--- src/rtl/imm_gen_pkg.sv ---
// Shared constants for the pipelined RISC-V immediate generator:
// major-opcode values (inst[6:2]), shift funct3 codes and the format-code enum.
package imm_gen_pkg;

   localparam logic [4:0] OPC_LUI       = 5'b01101;
   localparam logic [4:0] OPC_AUIPC     = 5'b00101;
   localparam logic [4:0] OPC_JAL       = 5'b11011;
   localparam logic [4:0] OPC_JALR      = 5'b11001;
   localparam logic [4:0] OPC_BRANCH    = 5'b11000;
   localparam logic [4:0] OPC_LOAD      = 5'b00000;
   localparam logic [4:0] OPC_STORE     = 5'b01000;
   localparam logic [4:0] OPC_OP_IMM    = 5'b00100;
   localparam logic [4:0] OPC_OP_IMM_32 = 5'b00110;
   localparam logic [4:0] OPC_SYSTEM    = 5'b11100;

   localparam logic [2:0] F3_SLLI = 3'b001;
   localparam logic [2:0] F3_SRXI = 3'b101;

   typedef enum logic [2:0] {
      FMT_NONE  = 3'd0,
      FMT_I     = 3'd1,
      FMT_S     = 3'd2,
      FMT_B     = 3'd3,
      FMT_U     = 3'd4,
      FMT_J     = 3'd5,
      FMT_SHAMT = 3'd6,
      FMT_ZIMM  = 3'd7
   } fmt_e;

   function automatic logic is_shift_f3(input logic [2:0] f3);
      return (f3 == F3_SLLI) || (f3 == F3_SRXI);
   endfunction

endpackage

--- src/rtl/imm_gen_dec.sv ---
// Combinational immediate decoder: instruction word -> XLEN immediate, format, illegal flag.
// Optional macro IMM_GEN_ZIMM_EN enables ZIMM decode of CSR*I instructions.
module imm_gen_dec
   import imm_gen_pkg::*;
#(
   parameter int XLEN = 32
) (
   input  logic [31:0]     inst_i,
   output logic [XLEN-1:0] imm_o,
   output fmt_e            fmt_o,
   output logic            illegal_o
);

   logic shift_s;

   assign shift_s = is_shift_f3(inst_i[14:12]);

   // Format select and immediate assembly; everything not listed is illegal.
   always_comb begin
      imm_o     = {XLEN{1'b0}};
      fmt_o     = FMT_NONE;
      illegal_o = 1'b0;
      if (inst_i[1:0] != 2'b11) begin
         illegal_o = 1'b1;
      end else begin
         case (inst_i[6:2])
            OPC_LUI, OPC_AUIPC: begin
               imm_o = XLEN'($signed({inst_i[31:12], 12'h000}));
               fmt_o = FMT_U;
            end
            OPC_JAL: begin
               imm_o = XLEN'($signed({inst_i[31], inst_i[19:12], inst_i[20], inst_i[30:21], 1'b0}));
               fmt_o = FMT_J;
            end
            OPC_JALR, OPC_LOAD: begin
               imm_o = XLEN'($signed(inst_i[31:20]));
               fmt_o = FMT_I;
            end
            OPC_BRANCH: begin
               imm_o = XLEN'($signed({inst_i[31], inst_i[7], inst_i[30:25], inst_i[11:8], 1'b0}));
               fmt_o = FMT_B;
            end
            OPC_STORE: begin
               imm_o = XLEN'($signed({inst_i[31:25], inst_i[11:7]}));
               fmt_o = FMT_S;
            end
            OPC_OP_IMM: begin
               if (shift_s) begin
                  imm_o = (XLEN == 64) ? XLEN'(inst_i[25:20]) : XLEN'(inst_i[24:20]);
                  fmt_o = FMT_SHAMT;
               end else begin
                  imm_o = XLEN'($signed(inst_i[31:20]));
                  fmt_o = FMT_I;
               end
            end
            OPC_OP_IMM_32: begin
               // W-form ops only exist on RV64; their shift amount is always 5 bits.
               if (XLEN != 64) begin
                  illegal_o = 1'b1;
               end else if (shift_s) begin
                  imm_o = XLEN'(inst_i[24:20]);
                  fmt_o = FMT_SHAMT;
               end else begin
                  imm_o = XLEN'($signed(inst_i[31:20]));
                  fmt_o = FMT_I;
               end
            end
            OPC_SYSTEM: begin
`ifdef IMM_GEN_ZIMM_EN
               if (inst_i[14]) begin
                  imm_o = XLEN'(inst_i[19:15]);
                  fmt_o = FMT_ZIMM;
               end else begin
                  fmt_o = FMT_NONE;
               end
`else
               fmt_o = FMT_NONE;
`endif
            end
            default: begin
               illegal_o = 1'b1;
            end
         endcase
      end
   end

endmodule

--- src/rtl/imm_gen_pipe.sv ---
// Pipelined immediate generator: decoder + one output register + one skid entry,
// valid/ready on both sides, in_ready registered. Optional macro: IMM_GEN_ZIMM_EN.
module imm_gen_pipe
   import imm_gen_pkg::*;
#(
   parameter int XLEN  = 32,
   parameter int TAG_W = 8
) (
   input  logic             clk,
   input  logic             rst,
   input  logic             flush,
   input  logic             in_valid,
   output logic             in_ready,
   input  logic [31:0]      in_inst,
   input  logic [TAG_W-1:0] in_tag,
   output logic             out_valid,
   input  logic             out_ready,
   output logic [XLEN-1:0]  out_imm,
   output logic [2:0]       out_fmt,
   output logic             out_illegal,
   output logic [TAG_W-1:0] out_tag
);

   logic [XLEN-1:0]  dec_imm_s;
   fmt_e             dec_fmt_s;
   logic             dec_ill_s;

   logic             out_valid_q, out_valid_d;
   logic [XLEN-1:0]  out_imm_q,   out_imm_d;
   fmt_e             out_fmt_q,   out_fmt_d;
   logic             out_ill_q,   out_ill_d;
   logic [TAG_W-1:0] out_tag_q,   out_tag_d;

   logic             skid_valid_q, skid_valid_d;
   logic [XLEN-1:0]  skid_imm_q,   skid_imm_d;
   fmt_e             skid_fmt_q,   skid_fmt_d;
   logic             skid_ill_q,   skid_ill_d;
   logic [TAG_W-1:0] skid_tag_q,   skid_tag_d;

   logic             accept_s;
   logic             out_free_s;

   imm_gen_dec #(.XLEN(XLEN)) u_dec (
      .inst_i    (in_inst),
      .imm_o     (dec_imm_s),
      .fmt_o     (dec_fmt_s),
      .illegal_o (dec_ill_s)
   );

   assign accept_s   = in_valid & ~skid_valid_q;
   assign out_free_s = ~out_valid_q | out_ready;

   // Output/skid steering; a pending skid entry always goes out before new input.
   always_comb begin
      out_valid_d  = out_valid_q;
      out_imm_d    = out_imm_q;
      out_fmt_d    = out_fmt_q;
      out_ill_d    = out_ill_q;
      out_tag_d    = out_tag_q;
      skid_valid_d = skid_valid_q;
      skid_imm_d   = skid_imm_q;
      skid_fmt_d   = skid_fmt_q;
      skid_ill_d   = skid_ill_q;
      skid_tag_d   = skid_tag_q;
      if (flush) begin
         out_valid_d  = 1'b0;
         skid_valid_d = 1'b0;
      end else if (out_free_s) begin
         if (skid_valid_q) begin
            out_valid_d  = 1'b1;
            out_imm_d    = skid_imm_q;
            out_fmt_d    = skid_fmt_q;
            out_ill_d    = skid_ill_q;
            out_tag_d    = skid_tag_q;
            skid_valid_d = 1'b0;
         end else if (accept_s) begin
            out_valid_d = 1'b1;
            out_imm_d   = dec_imm_s;
            out_fmt_d   = dec_fmt_s;
            out_ill_d   = dec_ill_s;
            out_tag_d   = in_tag;
         end else begin
            out_valid_d = 1'b0;
         end
      end else if (accept_s) begin
         skid_valid_d = 1'b1;
         skid_imm_d   = dec_imm_s;
         skid_fmt_d   = dec_fmt_s;
         skid_ill_d   = dec_ill_s;
         skid_tag_d   = in_tag;
      end else begin
         skid_valid_d = skid_valid_q;
      end
   end

   // Pipeline state registers.
   always_ff @(posedge clk or posedge rst) begin
      if (rst) begin
         out_valid_q  <= 1'b0;
         out_imm_q    <= {XLEN{1'b0}};
         out_fmt_q    <= FMT_NONE;
         out_ill_q    <= 1'b0;
         out_tag_q    <= {TAG_W{1'b0}};
         skid_valid_q <= 1'b0;
         skid_imm_q   <= {XLEN{1'b0}};
         skid_fmt_q   <= FMT_NONE;
         skid_ill_q   <= 1'b0;
         skid_tag_q   <= {TAG_W{1'b0}};
      end else begin
         out_valid_q  <= out_valid_d;
         out_imm_q    <= out_imm_d;
         out_fmt_q    <= out_fmt_d;
         out_ill_q    <= out_ill_d;
         out_tag_q    <= out_tag_d;
         skid_valid_q <= skid_valid_d;
         skid_imm_q   <= skid_imm_d;
         skid_fmt_q   <= skid_fmt_d;
         skid_ill_q   <= skid_ill_d;
         skid_tag_q   <= skid_tag_d;
      end
   end

   assign in_ready    = ~skid_valid_q;
   assign out_valid   = out_valid_q;
   assign out_imm     = out_imm_q;
   assign out_fmt     = out_fmt_q;
   assign out_illegal = out_ill_q;
   assign out_tag     = out_tag_q;

endmodule

--- config.mk ---
export PLATFORM = sky130hd
export DESIGN_NAME = imm_gen_pipe
export DESIGN_NICKNAME = d
export VERILOG_FILES = /design/src/rtl/imm_gen_pkg.sv /design/src/rtl/imm_gen_dec.sv /design/src/rtl/imm_gen_pipe.sv
export SDC_FILE = /design/constraint.sdc
export NUM_CORES = 1
export LEC_CHECK = 0
export BUFFER_PORTS_ARGS = -buffer_cell sky130_fd_sc_hd__buf_2
export CAP_MARGIN = 20
export CORE_ASPECT_RATIO = 1.2
export CORE_MARGIN = 2
export CORE_UTILIZATION = 59
export DETAILED_ROUTE_END_ITERATION = 6
export PLACE_DENSITY = 0.85
export SLEW_MARGIN = 25
export SYNTH_ARGS = -nofsm -noshare
export SYNTH_HDL_FRONTEND = slang
export SYNTH_SLANG_ARGS = --single-unit
--- constraint.sdc ---
create_clock -name clk -period 5.01 [get_ports clk]
set_input_delay 0.2505 -clock clk [delete_from_list [all_inputs] [get_ports clk]]
set_output_delay 0.2505 -clock clk [all_outputs]
set_load 0.005 [all_outputs]
# After elaboration in Yosys (flattened, before gate mapping)
# Cells that the tools add are included.
op_classes:
  n_eq_ne: 11
  muxes: 23
  bitwise_logic: 6
  reduce_logical: 10
ops:
  columns: ["operator", "n"]
  rows:
  - ["32-bit case mux with 6 select lines", 1]
  - ["32-bit two-way mux", 4]
  - ["5-bit == test (second input constant)", 4]
  - ["3-bit case mux with 6 select lines", 1]
  - ["8-bit two-way mux", 2]
  - ["3-bit two-way mux", 4]
  - ["1-bit two-way mux", 11]
  - ["5-bit by 3-bit == test with 1-bit output (second input constant)", 2]
  - ["5-bit by 4-bit == test with 1-bit output (second input constant)", 2]
  - ["9-bit OR reduction", 1]
  - ["3-bit AND reduction", 2]
  - ["5-bit logical NOT", 1]
  - ["1-bit inverter", 4]
  - ["2-bit nonzero test", 2]
  - ["2-bit OR reduction", 2]
  - ["3-bit by 1-bit == test with 1-bit output (second input constant)", 1]
  - ["3-bit == test (second input constant)", 1]
  - ["3-bit nonzero test", 1]
  - ["2-bit != test (second input constant)", 1]
  - ["1-bit AND", 1]
  - ["1-bit logical OR", 1]
  - ["1-bit OR", 1]
totals:
  ff_bits: 90
  input_bits: 45
  word_cells: 60

# Logic depth before layout (Yosys ltp)
depth:
  depth_word: 7
  ltp_mapped: 8

# Modules after synthesis
# Synthesis repeated with hierarchy kept, for this count alone.
unflattened:
  hier_cells: 365
  hier_area_um2: 4705.8
by_module_without_submodules:
  columns: ["module", "n_inst", "cells_per_inst", "area_each_um2"]
  rows:
  - ["imm_gen_pipe", 1, 245, 3956.3]
  - ["imm_gen_dec", 1, 120, 749.5]

# Worst setup path after synthesis
# OpenSTA, ideal clock, no wires.
synth_timing:
  kind: "input to register"
  start: "input port in_inst[3]"
  end: "register out_imm_q[0], in the netlist out_imm[0]"
  arrival_time_ns: 1.644
  slack_ns: 3.242
  stages: 8
  n_path_buf: 3
  cell_sequence: "buf_4 -> and4bb_1 -> a211oi_2 -> or2_1 -> buf_2 -> buf_4 -> nor3_1 -> a211o_1"
synth_between:
  elab_chain_len: 6
synth_rtl:
  columns: ["element", "line_no", "text"]
  rows:
  - ["start: declaration", "imm_gen_pipe.sv:14", "input logic [31:0] in_inst,"]
  - ["5-bit == test, or another cell as far along", "imm_gen_dec.sv:26", "case (inst_i[6:2])"]
  - ["2-bit OR reduction", null, null]
  - ["32-bit case mux with 6 select lines *", "imm_gen_dec.sv:26", null]
  - ["32-bit two-way mux *", "imm_gen_dec.sv:23", "if (inst_i[1:0] != 2'b11) begin"]
  - ["32-bit two-way mux *", "imm_gen_pipe.sv:76", "end else if (accept_s) begin"]
  - ["32-bit two-way mux *", "imm_gen_pipe.sv:69", "if (skid_valid_q) begin"]
  - ["end signal: assignment", "imm_gen_pipe.sv:100", "out_imm_q <= {XLEN{1'b0}};"]
  - ["end signal: assignment", "imm_gen_pipe.sv:111", "out_imm_q <= out_imm_d;"]
  - ["end: declaration", "imm_gen_pipe.sv:29", "logic [XLEN-1:0] out_imm_q, out_imm_d;"]
# Every way passes the cells marked *; elsewhere a longest branch is shown, timed or not. The select of a mux whose other input is x is not followed.
# A chain may end at the register's enable or synchronous reset.

# Worst setup path after layout
layout_timing:
  start: "register skid_valid_q"
  end: "register skid_imm_q[30]"
layout_between:
  elab_chain_len: 3
layout_rtl:
  columns: ["element", "line_no", "text"]
  rows:
  - ["start: declaration", "imm_gen_pipe.sv:34", "logic skid_valid_q, skid_valid_d;"]
  - ["start signal: assignment", "imm_gen_pipe.sv:115", "skid_valid_q <= skid_valid_d;"]
  - ["1-bit inverter", "imm_gen_pipe.sv:50", "assign accept_s = in_valid & ~skid_valid_q;"]
  - ["1-bit AND", "imm_gen_pipe.sv:50", null]
  - ["3-bit AND reduction (no line)", null, null]
  - ["end signal: assignment", "imm_gen_pipe.sv:105", "skid_imm_q <= {XLEN{1'b0}};"]
  - ["end signal: assignment", "imm_gen_pipe.sv:116", "skid_imm_q <= skid_imm_d;"]
  - ["end: declaration", "imm_gen_pipe.sv:35", "logic [XLEN-1:0] skid_imm_q, skid_imm_d;"]
# No other way between the ends.

==> reports/metrics.cfg <==
[outcome]
status=finished, violations left
violations=hold timing

[cells_and_area]
layout.nets=566
final_common_cell=buf_2
syn_to_final_growth_pct=15.5
final_cell_mix=90 x buf_2, 89 x dfrtp_1, 80 x a21oi_1
insertedDiodeCount=0
layout-drive-gt1-share_pct=26.0

[setup_path]
path_class=reg2reg
start_kind=register
arrival_ns=3.07
crit_required_ns=5.18
path_max_fanout=52
endpoint_kind=register

[logic_synthesis]
postSynth.topFlopCell=dfrtp_1
syn_area_per_cell_um2=9.52
synth_edf_count=0
syn_inst=451
yosys_warnings=0
synthDistinctLibCells=45
synth_nets=496
ys_seq_area_share_pct=52.4
ys_seq_elements=90
netlist_area_um2=4290
async_reset_ff_share_pct=100

[floorplan]
fp-row-count=34
ioPinCount=91
die-width_um=81.9
core_um2=7150
die_area_um2=7980
fp.dieH_um=97.5
start_util_pct=60.1

[global_routing]
use_met3_pct=5.30
grtUsageMet2_pct=43.7
first_global_vias=3779
grt_overflow=0
grt_pass1_wl_um=17900
grt_max_degree=53
grt_usage_pct=28.7
gr-usage-met1_pct=40.9
gr-max-usage-layer=met2
antenna_found_initial=0

[clocking]
clk_latency_ns=0.35
cts-resized-gates=0
ctsHtreeMaxLevel=3
cts_sinks=90
cts_setup_buffers=0
cts_hold_buf=0
cts_tree=built
cts_buffer_depth=2
clkTransAtPathRegs_ns=0.09
cts_root_buffer=clkbuf_8
cts_inserted_buffers=9

[sta]
slew_viol_final=0
slew_headroom_pct=34.0
rsz0062_at_grt=false
whs_ns=-0.0138
worstMarginPinSlew_ns=0.965
hold_violations=21
min_period_ns=2.90
setup_viol=0
max_freq_mhz=345
period_share_pct=57.8
fin_skew_ns=0.0111
setup_tns_ns=0

[hold_path]
hold_path_class=in2async

[power_and_ir_drop]
p_per_area_nw_per_um2=330
vdd_ir_drop_max_v=0.000214
p_leak_nw=2.29

[placement]
io_buffers=90
gp_congestion=0.906
dpl.hpwl_um=7300

[drt]
wl_per_cell_um=17.5
routed_wl_um=10800
dr.pass1.iters=6
viasPerCell=6.20
drcViolationCount=0
drtAntennaViolNets=0
num_vias=3818
drt_iter0_markers=363

[job]
max-cap-violations=0

## registers in the layout, summed over array words and instances (netlist names)
name / count
out_tag: 8
skid_imm_q: 32
out_illegal: 1
skid_ill_q: 1
skid_valid_q: 1
skid_fmt_q: 3
out_imm: 32
out_fmt: 3
skid_tag_q: 8
out_valid: 1
## area by class of cell
cell class,instances,area (µm²)
clock inverter,2,60.1
tap,90,113
clock buffer,14,153
inverter,5,20.0
multi-input combinational,319,1870
timing repair buffer,96,495
fill,558,2190
sequential,90,2250
## through the flow
stage / power [W] / instances / util, % / area, µm² / setup slack, ns
after global placement: 0.00110 / 600 / 66.4 / 4750 / 2.30
after CTS: 0.00164 / 616 / 69.4 / 4960 / 2.18
after detailed placement: 0.00111 / 600 / 66.4 / 4750 / 2.18
after global routing: 0.00171 / 616 / 69.4 / 4960 / 1.90
final: 0.00164 / 616 / 69.4 / 4960 / 2.11
after floorplan: 0.000999 / 451 / - / 4290 / 2.42
## report_power, final
part	internal (W)	switching (W)
Sequential	0.000799	0.0000426
Clock	0.000296	0.000245
Combinational	0.000113	0.000142
Total	0.00121	0.000430
## critical path, cell delays in order, from the launching register on
cell and delay [ns]:
dfrtp_2 0.77, nor2_1 0.26, nand3_2 0.52, a21oi_1 0.98, a21oi_1 0.18
## layer usage
metal | wire length [µm] | up-vias
met1 | 4480 | 1891
met3 | 569 | 17
li1 | - | 1749
met5 | 0 | -
met4 | 179 | 0
met2 | 5550 | 161
## Yosys cell counts, drive strengths merged (4+ instances only)
master | n | area share (%)
dfrtp | 90 | 52
a21oi | 80 | 9.3
nand2 | 59 | 5.2
nor2 | 41 | 3.6
clkbuf | 28 | 2.4
o21ai | 28 | 3.3
nand3 | 12 | 1.4
a221oi | 11 | 3.7
mux2i | 10 | 2.3
buf | 9 | 1.4
o22ai | 9 | 1.3
mux2 | 8 | 2.1
o31ai | 8 | 1.4
or3 | 8 | 1.2
inv | 5 | 0.44
nor3 | 5 | 0.58
a22oi | 4 | 0.70
and3 | 4 | 0.58
nor2b | 4 | 0.58
## path summary, 6_finish.rpt
kind,startpoint,end,depth (start not counted),slack [ns]
min,rst,out_tag[3],2,-0.01
max,skid_valid_q,skid_imm_q[30],4,2.11
max reg2reg,skid_valid_q,skid_imm_q[30],4,2.11
min reg2reg,skid_fmt_q[2],skid_fmt_q[2],2,0.49
min in group clk,flush,out_valid,2,0.12
max in group asynchronous,rst,skid_valid_q,3,3.93
## cell families (layout without fill, tap and decap cells)
logic type             Yosys count  after routing  share of synthesized area, %
buffers and inverters           42            117                          4.31
DFF                             90             90                          52.4
AOI/OAI and AO/OA              154            154                          22.6
muxes                           18             18                          4.43
and+or+nand+nor                147            147                          16.2
(Power assumes the default switching activity.)
